--- config.mk ---
export PLATFORM = sky130hd
export DESIGN_NAME = ntt_ctrl
export DESIGN_NICKNAME = d
export VERILOG_FILES = /design/src/rtl/ntt_ctrl.sv
export SDC_FILE = /design/constraint.sdc
export NUM_CORES = 1
export LEC_CHECK = 0
export BUFFER_PORTS_ARGS = -buffer_cell sky130_fd_sc_hd__buf_2
export CAP_MARGIN = 20
export CORE_MARGIN = 2
export CORE_UTILIZATION = 25
export DETAILED_ROUTE_END_ITERATION = 6
export PLACE_DENSITY = 0.48
export SLEW_MARGIN = 20
export SYNTH_ARGS = -nofsm -noshare
export SYNTH_HDL_FRONTEND = slang
export SYNTH_SLANG_ARGS = --single-unit
--- constraint.sdc ---
create_clock -name i_clk -period 5.3 [get_ports i_clk]
set_clock_uncertainty 0.1 [all_clocks]
set_input_delay 0.265 -clock i_clk [delete_from_list [all_inputs] [get_ports i_clk]]
set_output_delay 0.265 -clock i_clk [all_outputs]
set_load 0.02 [all_outputs]
--- src/rtl/ntt_ctrl.sv ---
// ntt_ctrl
// Sequencer for one Kyber butterfly unit working on a 256-coefficient polynomial held in
// dual-port RAM. It runs either a forward NTT (7 Cooley-Tukey layers, len 128 -> 2) or an
// inverse NTT (7 Gentleman-Sande layers, len 2 -> 128). Each issue slot it drives the two RAM
// read addresses, the twiddle ROM index and the butterfly mode. The write-back strobe and
// addresses are the read strobe and addresses delayed by the read+butterfly latency.
//
// Ports
//   i_clk        clock, rising edge
//   i_rst        asynchronous reset, active high
//   i_start      start request, sampled only in IDLE
//   i_inv        0 = NTT, 1 = INTT, captured in the start-accept cycle
//   o_busy       high from the cycle after start is accepted until the done cycle
//   o_done       one-cycle pulse, the cycle after the last write-back
//   o_rd_en      butterfly issue strobe (read operands a and b)
//   o_rd_addr_a  operand a address
//   o_rd_addr_b  operand b address (always o_rd_addr_a + len)
//   o_tw_addr    twiddle ROM index
//   o_bf_mode    00 NTT, 01 INTT, 11 idle (while no butterfly is in flight)
//   o_wr_en      write-back strobe (c -> wr_addr_a, d -> wr_addr_b)
//   o_wr_addr_a  o_rd_addr_a delayed BF_LAT cycles
//   o_wr_addr_b  o_rd_addr_b delayed BF_LAT cycles
//   o_state      current FSM state, for debug/checkers
//
// Handshake: o_rd_en and o_wr_en are pure strobes with no backpressure. The RAM and butterfly
// must accept one operation per cycle while the strobe is high; addresses are meaningful only
// in cycles where the matching strobe is high (they are driven to 0 otherwise on the read side).
module ntt_ctrl #(
    parameter int N      = 256,
    parameter int AW     = 8,
    parameter int TW     = 7,
    parameter int BF_LAT = 4
) (
    input  logic          i_clk,
    input  logic          i_rst,
    input  logic          i_start,
    input  logic          i_inv,
    output logic          o_busy,
    output logic          o_done,
    output logic          o_rd_en,
    output logic [AW-1:0] o_rd_addr_a,
    output logic [AW-1:0] o_rd_addr_b,
    output logic [TW-1:0] o_tw_addr,
    output logic [1:0]    o_bf_mode,
    output logic          o_wr_en,
    output logic [AW-1:0] o_wr_addr_a,
    output logic [AW-1:0] o_wr_addr_b,
    output logic [1:0]    o_state
);

    typedef enum logic [1:0] {
        S_IDLE  = 2'd0,
        S_RUN   = 2'd1,
        S_DRAIN = 2'd2,
        S_DONE  = 2'd3
    } state_t;

    localparam int IW = AW - 1;                  // butterfly index width (N/2 per layer)
    localparam int LW = 3;                       // layer counter width
    localparam int DW = $clog2(BF_LAT + 1);      // drain counter width
    localparam logic [IW-1:0] I_LAST = '1;
    localparam logic [LW-1:0] L_LAST = 3'd6;
    localparam logic [DW-1:0] D_LAST = DW'(BF_LAT - 1);

    state_t          r_state;
    logic [LW-1:0]   r_l;
    logic [IW-1:0]   r_i;
    logic [DW-1:0]   r_dcnt;
    logic            r_inv;
    logic            r_busy;
    logic            r_done;
    logic            r_rd_en;
    logic [AW-1:0]   r_rd_a;
    logic [AW-1:0]   r_rd_b;
    logic [TW-1:0]   r_tw;
    logic [BF_LAT-1:0] r_dly_en;
    logic [AW-1:0]   r_dly_a [BF_LAT];
    logic [AW-1:0]   r_dly_b [BF_LAT];

    state_t          w_nxt_state;
    logic [LW-1:0]   w_nxt_l;
    logic [IW-1:0]   w_nxt_i;
    logic [DW-1:0]   w_nxt_d;
    logic            w_nxt_inv;
    logic            w_issue;

    logic [AW-1:0]   w_len;
    logic [AW-1:0]   w_idx;
    logic [AW-1:0]   w_off;
    logic [AW-1:0]   w_base;
    logic [AW-1:0]   w_a;
    logic [AW-1:0]   w_b;
    logic [IW-1:0]   w_grp;
    logic [TW-1:0]   w_tw;

    // Next state and counters. The registered read outputs describe the butterfly (r_l, r_i)
    // issued in the current cycle, so the addresses are computed from the next counter values.
    always_comb begin
        w_nxt_state = r_state;
        w_nxt_l     = r_l;
        w_nxt_i     = r_i;
        w_nxt_d     = r_dcnt;
        w_nxt_inv   = r_inv;
        w_issue     = 1'b0;
        case (r_state)
            S_IDLE: begin
                if (i_start) begin
                    w_nxt_state = S_RUN;
                    w_nxt_l     = '0;
                    w_nxt_i     = '0;
                    w_nxt_inv   = i_inv;
                    w_issue     = 1'b1;
                end
            end
            S_RUN: begin
                if (r_i == I_LAST) begin
                    w_nxt_state = S_DRAIN;
                    w_nxt_i     = '0;
                    w_nxt_d     = '0;
                end else begin
                    w_nxt_i = r_i + 1'b1;
                    w_issue = 1'b1;
                end
            end
            S_DRAIN: begin
                // Wait until the layer's last write-back has been issued before the next
                // layer reads, so no read can see a stale coefficient.
                if (r_dcnt == D_LAST) begin
                    if (r_l == L_LAST) begin
                        w_nxt_state = S_DONE;
                    end else begin
                        w_nxt_state = S_RUN;
                        w_nxt_l     = r_l + 1'b1;
                        w_issue     = 1'b1;
                    end
                end else begin
                    w_nxt_d = r_dcnt + 1'b1;
                end
            end
            S_DONE: begin
                w_nxt_state = S_IDLE;
            end
            default: begin
                w_nxt_state = S_IDLE;
            end
        endcase
    end

    // Butterfly addressing with shifts and masks only. len is a power of two, so
    // i / len is a right shift and i % len is a mask with len-1.
    always_comb begin
        w_idx = {1'b0, w_nxt_i};
        if (!w_nxt_inv) begin
            w_len  = AW'(N / 2) >> w_nxt_l;
            w_grp  = w_nxt_i >> (3'd7 - w_nxt_l);
            w_base = {1'b0, w_grp} << (4'd8 - {1'b0, w_nxt_l});
            w_tw   = (TW'(1) << w_nxt_l) + w_grp;
        end else begin
            w_len  = AW'(2) << w_nxt_l;
            w_grp  = w_nxt_i >> (w_nxt_l + 3'd1);
            w_base = {1'b0, w_grp} << ({1'b0, w_nxt_l} + 4'd2);
            // (128 >> L) - 1 is the all-ones 7-bit value shifted right by L.
            w_tw   = ({TW{1'b1}} >> w_nxt_l) - w_grp;
        end
        w_off = w_idx & (w_len - 1'b1);
        w_a   = w_base | w_off;
        w_b   = w_a + w_len;
    end

    always_ff @(posedge i_clk or posedge i_rst) begin
        if (i_rst) begin
            r_state  <= S_IDLE;
            r_l      <= '0;
            r_i      <= '0;
            r_dcnt   <= '0;
            r_inv    <= 1'b0;
            r_busy   <= 1'b0;
            r_done   <= 1'b0;
            r_rd_en  <= 1'b0;
            r_rd_a   <= '0;
            r_rd_b   <= '0;
            r_tw     <= '0;
            r_dly_en <= '0;
            for (int k = 0; k < BF_LAT; k++) begin
                r_dly_a[k] <= '0;
                r_dly_b[k] <= '0;
            end
        end else begin
            r_state  <= w_nxt_state;
            r_l      <= w_nxt_l;
            r_i      <= w_nxt_i;
            r_dcnt   <= w_nxt_d;
            r_inv    <= w_nxt_inv;
            r_busy   <= (w_nxt_state == S_RUN) || (w_nxt_state == S_DRAIN);
            r_done   <= (w_nxt_state == S_DONE);
            r_rd_en  <= w_issue;
            r_rd_a   <= w_issue ? w_a  : '0;
            r_rd_b   <= w_issue ? w_b  : '0;
            r_tw     <= w_issue ? w_tw : '0;
            // Write-back delay line matching the RAM read + butterfly pipeline.
            r_dly_en   <= {r_dly_en[BF_LAT-2:0], r_rd_en};
            r_dly_a[0] <= r_rd_a;
            r_dly_b[0] <= r_rd_b;
            for (int k = 1; k < BF_LAT; k++) begin
                r_dly_a[k] <= r_dly_a[k-1];
                r_dly_b[k] <= r_dly_b[k-1];
            end
        end
    end

    assign o_busy      = r_busy;
    assign o_done      = r_done;
    assign o_rd_en     = r_rd_en;
    assign o_rd_addr_a = r_rd_a;
    assign o_rd_addr_b = r_rd_b;
    assign o_tw_addr   = r_tw;
    // The butterfly keeps its mode while any operation is between read and write-back.
    assign o_bf_mode   = (r_rd_en || (|r_dly_en)) ? {1'b0, r_inv} : 2'b11;
    assign o_wr_en     = r_dly_en[BF_LAT-1];
    assign o_wr_addr_a = r_dly_a[BF_LAT-1];
    assign o_wr_addr_b = r_dly_b[BF_LAT-1];
    assign o_state     = r_state;

endmodule
==> results of run 1 <==
==> layer usage <==
layer	wire (um)	share of wire	vias up
li1	-	-	2365
met1	7791	0.46	2409
met2	7959	0.47	140
met3	688	0.040	30
met4	576	0.034	0
met5	0	0	-
==> final timing paths <==
path / startpoint / to / slack, ns / cells past startpoint
worst max-delay path: r_dcnt[0] / o_rd_addr_b[7] / 0.31 / 21
worst min register to register: r_dly_b[31] / r_dly_b[23] / 0.25 / 0
min in group asynchronous: i_rst / r_dly_en[2] / 0.44 / 3
worst max register to register: r_dcnt[0] / o_rd_addr_b[7] / 0.31 / 21
max in group asynchronous: i_rst / r_dly_b[31] / 3.48 / 4
worst min-delay path: r_dly_b[31] / r_dly_b[23] / 0.25 / 0
==> registers in the layout (all words and copies together) (netlist names) <==
signal / cells
o_busy: 1
o_done: 1
o_rd_addr_a: 8
o_rd_addr_b: 8
o_rd_en: 1
o_state: 2
o_tw_addr: 7
o_wr_addr_a: 8
o_wr_addr_b: 8
r_dcnt: 3
r_dly_a: 24
r_dly_b: 24
r_dly_en: 4
r_i: 7
r_inv: 1
r_l: 3
==> cells in the mapped netlist (all sizes together), types with 8 or more instances <==
cell,n
buf,23
o21ai,27
and2,11
o211ai,12
xnor2,12
a22oi,13
dfrtp,110
nor3,13
clkbuf,21
nor2,55
nand2,47
a211oi,10
ha,36
a21oi,33
a31oi,8
inv,30
nand3,17
==> through the flow <==
stage	utilization	setup WS (ns)
final	0.3080	0.3120
after detailed placement	0.2911	0.1531
after CTS	0.3042	0.1192
after global placement	0.2911	0.2823
after floorplan	-	0.0007048
after global routing	0.3080	0.009868
==> placed cells by master, fill, tap and decap left out, types with 4 or more instances in the layout <==
master	n
o21ai_0	21
ha_1	33
and3_1	4
or3_1	6
o221ai_1	4
a211oi_1	10
a22oi_2	5
o22ai_1	4
a31oi_1	8
buf_2	50
buf_4	58
nand2b_1	5
o21ai_1	6
xnor2_1	12
o211ai_1	12
and2_1	10
mux2i_1	7
dfrtp_1	109
nand4_1	6
a21o_1	7
inv_1	28
nand3_1	17
clkbuf_16	9
nor3_1	13
nor2b_1	7
nand2_1	46
a22oi_1	8
o31ai_1	7
a21oi_1	33
or4_1	5
xor2_1	7
nor2_1	54
==> power groups by stage <==
| stage | sequential, mW | clock [mW] | combinational (mW) |
|---|---|---|---|
| floorplan | 0.890 | 0 | 0.0465 |
| global route | 0.869 | 0.734 | 0.0838 |
| global placement | 0.884 | 0 | 0.0763 |
| CTS | 0.867 | 0.691 | 0.0770 |
| finish | 0.866 | 0.670 | 0.0745 |
| detailed placement | 0.884 | 0 | 0.0762 |
==> what timing repair did <==
item                                   in CTS  in global routing
hold buffers                                1                  0
gates resized for setup                     0                 11
buffers inserted                            0                  6
endpoints found under the hold margin      50                  0
setup endpoints to repair                   0                  1
==> worst max-delay path, stage by stage, from the launching register on <==
cell and delay, ns:
dfrtp_1 0.41, ha_1 0.21, ha_2 0.20, nor2b_1 0.14
a221o_2 0.47, ha_2 0.24, ha_4 0.29, clkinvlp_4 0.13
buf_4 0.16, mux4_2 0.30, mux2_2 0.29, and2_1 0.16
a311o_1 0.30, ha_1 0.30, inv_1 0.07, o21bai_1 0.07
a21oi_1 0.18, o21bai_1 0.08, a21oi_1 0.20, xor2_1 0.10
or4_1 0.40, o21ai_1 0.09
==> cell families (layout without fill, tap and decap cells) <==
| kind of cell | count (synthesis) | count (layout) | share of synthesized area |
|---|---|---|---|
| compound gates | 167 | 167 | 0.1964 |
| fa+ha+maj | 38 | 38 | 0.08156 |
| buf+inv | 76 | 160 | 0.05909 |
| simple gates | 192 | 192 | 0.1565 |
| mux | 11 | 11 | 0.02102 |
| flops | 110 | 110 | 0.4578 |
| xor+xnor | 19 | 19 | 0.02767 |
==> area by class of cell <==
class,instances,area (um^2)
fill,2469,16290
multi-input combinational,427,2943
sequential,110,2754
timing repair buffer,111,726.9
tap,319,399.1
clock buffer,9,225.2
inverter,32,126.4
clock inverter,7,72.57
timing repair inverter,1,5.005
==> metrics.md, run 1 <==
| Metric | Value |
|---|---|
| Dominant register cell in the synthesized netlist | dfrtp_1 |
| First-pass GRT wire length | 27520 um |
| Met1 Use GR | 0.1819 |
| Post-synth ARST share | 1.000 |
| CTS root buffer | clkbuf_16 |
| Crit end category | flop |
| Combinational fraction of design power | 0.046 |
| Met3 Use GR | 0.01797 |
| Final #Nets | 734 |
| Final cell count without fillers | 1016 |
| Number of cell rows | 56 |
| Sw Share | 0.2438 |
| Placed inst area | 6853 um^2 |
| Total track usage | 0.1384 |
| Clk slew on worst S/H paths | 0.09 ns |
| Fin. max-slew vios | 0 |
| Busiest metal layer after global routing | met2 |
| Clock share of power | 0.416 |
| Mapped Area | 6013 um^2 |
| Syn Area/Cell | 9.810 um^2 |
| DP Wirelength | 12810 um |
| Leak pwr | 3.169 nW |
| Setup violators final | 0 |
| Synth top area share | 0.4578 |
| WL final | 17020 um |
| Power density cells | 222.1 nW/um^2 |
| Overflow after GRT | 0 |
| Clock Path Buffers | 2 |
| Mapped Cells | 613 |
| Hold_ws | 0.2478 ns |
| P_int | 1.218 mW |
| NetSw | 0.3927 mW |
| Ratio of cells with drive above 1 in the final layout | 0.2209 |
| Routability congestion estimate | 0.9051 |
| Total CTS buffers | 9 |
| DRC | 0 |
| CTS tree | built |
| Initial antenna violation count | 0 |
| Synthesis-stage register bit count | 110 |
| Max IR drop VDD | 0.1437 mV |
| Clk sink count | 110 |
| Core area | 23540 um^2 |
| Min-delay worst type | reg2reg |
| Placed insts | 992 |
| Post-synth EDFFs | 0 |
| FMAX | 200.5 MHz |
| Met2 usage in global routing | 0.2241 |
| Total Neg Setup Slack | 0 ns |
| Endpoints failing hold | 0 |
| YS warnings | 0 |
| Routed Antenna Nets | 0 |
| Worst rel slew slack | 0.5165 |
| Die area | 25310 um^2 |
| H-tree levels | 3 |
| Antenna Diode Count | 0 |
| Crit path required time | 5.48 ns |
| Yosys top cell by area | dfrtp_1 |
| RSZ-0062 raised after global routing | false |
| Sequential share of power | 0.538 |
| Design Area, Final | 7252 um^2 |
| Period utilisation layout | 0.9411 |
| Worst-margin pin slew | 0.7253 ns |
| Largest net degree at the start of global routing | 61 |
| Top area cells in the synthesized netlist | dfrtp_1 46%, ha_1 7.5%, nor2_1 3.4%, nand2_1 2.9%, a21oi_1 2.7% |
| Crit Path Class | reg2reg |
| # port buffers | 50 |
| Number of vias per cell | 4.866 |
| Crit path arrival time | 5.17 ns |
| Avg WL per Cell | 16.75 um |
| Crit path max fanout | 7 |
| Fin crit period | 4.988 ns |
| DRT Pass-1 Iters | 6 |
| I/O Pins | 51 |
| Die Width | 159.1 um |
| Seq/Total Area, Yosys | 0.4578 |
| # Max-Cap Violations | 0 |
| Status | complete, no violations |
| Vias in the first global route | 4995 |
| Worst setup SP type | flop |
| Starting Density | 0.2554 |
| Syn_nets | 655 |
| Area growth from synthesis to layout | 20.60% |
| Vias post-DR | 4944 |
| Initial drt markers | 521 |
| Die Ht | 159.1 um |
| Total power | 1.611 mW |
| Worst-Skew Late Latency | 0.36 ns |
| Post-synth cell types | 74 |
Power figures use the tool's default switching activity.
==> inputs of run 2 (changes only) <==
--- a/config.mk
+++ b/config.mk
@@ -8,9 +8,10 @@
 export BUFFER_PORTS_ARGS = -buffer_cell sky130_fd_sc_hd__buf_2
 export CAP_MARGIN = 20
 export CORE_MARGIN = 2
-export CORE_UTILIZATION = 25
+export CORE_UTILIZATION = 56
+export CTS_BUF_LIST = sky130_fd_sc_hd__clkbuf_4
 export DETAILED_ROUTE_END_ITERATION = 6
-export PLACE_DENSITY = 0.48
+export PLACE_DENSITY = 0.85
 export SLEW_MARGIN = 20
 export SYNTH_ARGS = -nofsm -noshare
 export SYNTH_HDL_FRONTEND = slang
==> run 2 against run 1 <==
Compared with the run above:
- utilization rose by 35 points
- critical path depth did not move
- clock power fell by 40%
- via count rose by 3.4%
- first-iteration DRC count rose by 3.3%
- non-clock buffer count fell by 9
- wire length fell by 6.9%
- design area fell by 6.3%
- hold slack got worse by 0.037 ns
- sequential share of layout area rose by 2.5 points
- register-to-register slack barely moved
- global-route usage rose by 15 points
- largest power group unchanged
- highest routed layer unchanged
==> metrics.md, run 2 (synthesized netlist as in run 1, its figures left out) <==
| Metric | Value |
|---|---|
| Status | complete, no violations |
| Initial drt markers | 538 (+3.3%) |
| CP max stage delay | 0.48 ns (about the same) |
| Die area | 11580 um^2 (-54%) |
| Vias post-DR | 5112 (+3.4%) |
| # port buffers | 50 (unchanged) |
| Crit Reg-Reg Startpoint | r_dcnt[1] |
| Cell chain of the critical path | ha_1 > ha_2 > a21bo_2 > or3_1 > nand2_2 > inv_1 > buf_4 > o21a_1 > mux4_2 > mux2_2 > and2_1 > a311o_1 > ha_1 > inv_1 > o21bai_1 > a21oi_2 > o21bai_1 > a21oi_1 > xor2_1 > or4_1 > o21ai_1 |
| Ratio of cells with drive above 1 in the final layout | 0.2096 (-0.01134) |
| Worst-Skew Late Latency | 0.49 ns (+0.13 ns) |
| DRT Pass-1 Iters | 6 (unchanged) |
| Crit end category | flop |
| Leak pwr | 3.062 nW (-3.4%) |
| Worst setup SP type | flop |
| Initial antenna violation count | 0 (unchanged) |
| Min-delay worst type | in2reg |
| Worst rel slew slack | 0.4167 (-0.09977) |
| Fin crit period | 5.000 ns (+0.01187 ns) |
| Overflow after GRT | 0 (unchanged) |
| CTS tree | built |
| Crit path buffers/inverters | 3 (unchanged) |
| Reg2reg end | o_rd_addr_b[7] |
| H-tree levels | 3 (unchanged) |
| Crit path required time | 5.61 ns (+0.13 ns) |
| Area growth from synthesis to layout | 12.98% |
| Hold EP | o_state[0] |
| Antenna Diode Count | 0 (unchanged) |
| Total CTS buffers | 9 (unchanged) |
| RSZ-0062 raised after global routing | false |
| Number of cell rows | 37 (-34%) |
| Die Width | 107.6 um (-32%) |
| Number of vias per cell | 6.211 (+28%) |
| Fin. max-slew vios | 0 (unchanged) |
| Total Neg Setup Slack | 0 ns (unchanged) |
| CTS root buffer | clkbuf_4 |
| Clk slew on worst S/H paths | 0.18 ns (+0.09 ns) |
| Cells on worst reg2reg path | 21 (unchanged) |
| Crit path arrival time | 5.31 ns (+0.14 ns) |
| Routed Antenna Nets | 0 (unchanged) |
| Hold Path Origin | i_start |
| Most frequent cells in the layout | 110 x dfrtp_1, 55 x nor2_1, 50 x buf_2, 50 x buf_4, 46 x nand2_1 |
| DRC | 0 (unchanged) |
| Core area | 10370 um^2 (-56%) |
| Reg area | 2753 um^2 (about the same) |
| Crit path max fanout | 19 (+12) |
| Starting Density | 0.5799 (+0.3245) |
| Hold_ws | 0.2109 ns (-0.03692 ns) |
| Final #Nets | 724 (-1.4%) |
| I/O Pins | 51 (unchanged) |
| Reg2Reg Setup Slack | 0.30 ns (about the same) |
| Routability congestion estimate | 1.006 (+11%) |
| FMAX | 200.0 MHz (-0.24%) |
| Clock Path Buffers | 2 (unchanged) |
| Clk sink count | 110 (unchanged) |
| Critical path's slowest cell | mux4_2 |
| Power density cells | 197.9 nW/um^2 (-11%) |
| Largest regs | r_dly_a x24, r_dly_b x24 |
| Crit Path Class | reg2reg |
| Max IR drop VDD | 0.2361 mV (+64%) |
| WHS Path Cells | 3 (+3) |
| Setup violators final | 0 (unchanged) |
| Worst-margin pin slew | 0.8750 ns (+0.1497 ns) |
| Largest net degree at the start of global routing | 65 (+6.6%) |
| Commonest non-fill, non-tap cell in the layout | dfrtp_1 |
| DP Wirelength | 11870 um (-7.3%) |
| WL final | 15840 um (-6.9%) |
| Die Ht | 107.6 um (-32%) |
| Vias in the first global route | 4947 (-0.96%) |
| First-pass GRT wire length | 25470 um (-7.4%) |
| # Max-Cap Violations | 0 (unchanged) |
| CP delay by family, top | compound AO/OA/AOI/OAI gates |
| Filler instances | 850 (-66%) |
| Endpoints failing hold | 0 (unchanged) |
| Period utilisation layout | 0.9434 (+0.002239) |
| Area of the multi-input gates | 2955 um^2 (+0.43%) |
| Total track usage | 0.2861 (+0.1477) |
| Avg WL per Cell | 19.25 um (+15%) |
-- run 2: cell count changes in the layout (fill, tap and decap cells not counted), moves of 3 or more --
| cell | before | now |
|---|---|---|
| a21oi_2 | 0 | 3 |
| a21oi_1 | 33 | 30 |
| buf_4 | 58 | 50 |
| clkbuf_16 | 9 | 0 |
| clkbuf_4 | 0 | 9 |
-- run 2: timing repair --
action,in CTS,in global routing
hold buffers,1,0
setup buffers,0,1
setup endpoints to repair,0,2
resized for setup,0,11
endpoints found under the hold margin,46,0
-- run 2: final cells by class --
type / instances / share of cell area
timing repair buffer: 102 / 0.09650
clock inverter: 7 / 0.01031
clock buffer: 9 / 0.009945
tap: 136 / 0.02505
multi-input combinational: 427 / 0.4350
sequential: 110 / 0.4052
inverter: 32 / 0.01805
-- run 2: layer usage --
metal / vias to the layer above / global-route usage / wire length (um)
met5: - / 0 / 0
met4: 0 / 0.1163 / 559
met3: 53 / 0.05024 / 1202
met2: 266 / 0.4600 / 7450
met1: 2447 / 0.3839 / 6632
li1: 2346 / - / -
-- run 2: worst register-to-register path: cells and delay by family (launching register included) --
kind,cells,cell delay (ns)
XOR/XNOR,1,0.17
AO/OA/AOI/OAI,8,1.35
multiplexers,2,0.79
flip-flops,1,0.42
buffers and inverters,3,0.37
adder cells (fa/ha/maj),3,0.69
AND/OR/NAND/NOR,4,1.06
-- run 2: power breakdown --
group | internal [mW] | switching (mW)
Sequential | 0.862 | 0.00702
Clock | 0.112 | 0.292
Combinational | 0.0215 | 0.0510
Total | 0.995 | 0.350
-- run 2: stage by stage --
stage	instance area (um^2)	cells	utilization	setup slack (ns)	power, mW
after detailed placement	6594	805	0.6359	0.1886	0.9576
after CTS	6741	822	0.6501	0.1040	1.364
after global placement	6594	805	0.6359	0.2397	0.9545
after floorplan	6021	613	-	0.0007048	0.9363
after global routing	6794	823	0.6552	0.02537	1.405
final	6794	823	0.6552	0.3001	1.344
-- run 2: worst max-delay path by stage --
stage	endpoint	slack [ns]	from	depth (start not counted)
finish	o_rd_addr_b[7]	0.30	r_dcnt[1]	21
global route	o_rd_addr_b[7]	0.03	r_dcnt[1]	21
CTS	o_rd_addr_b[7]	0.10	r_dcnt[0]	23
detailed placement	o_rd_addr_b[7]	0.19	r_dcnt[0]	23
global placement	o_rd_addr_b[7]	0.24	r_dcnt[0]	21
floorplan	o_rd_addr_b[7]	0.0007	r_dcnt[0]	22
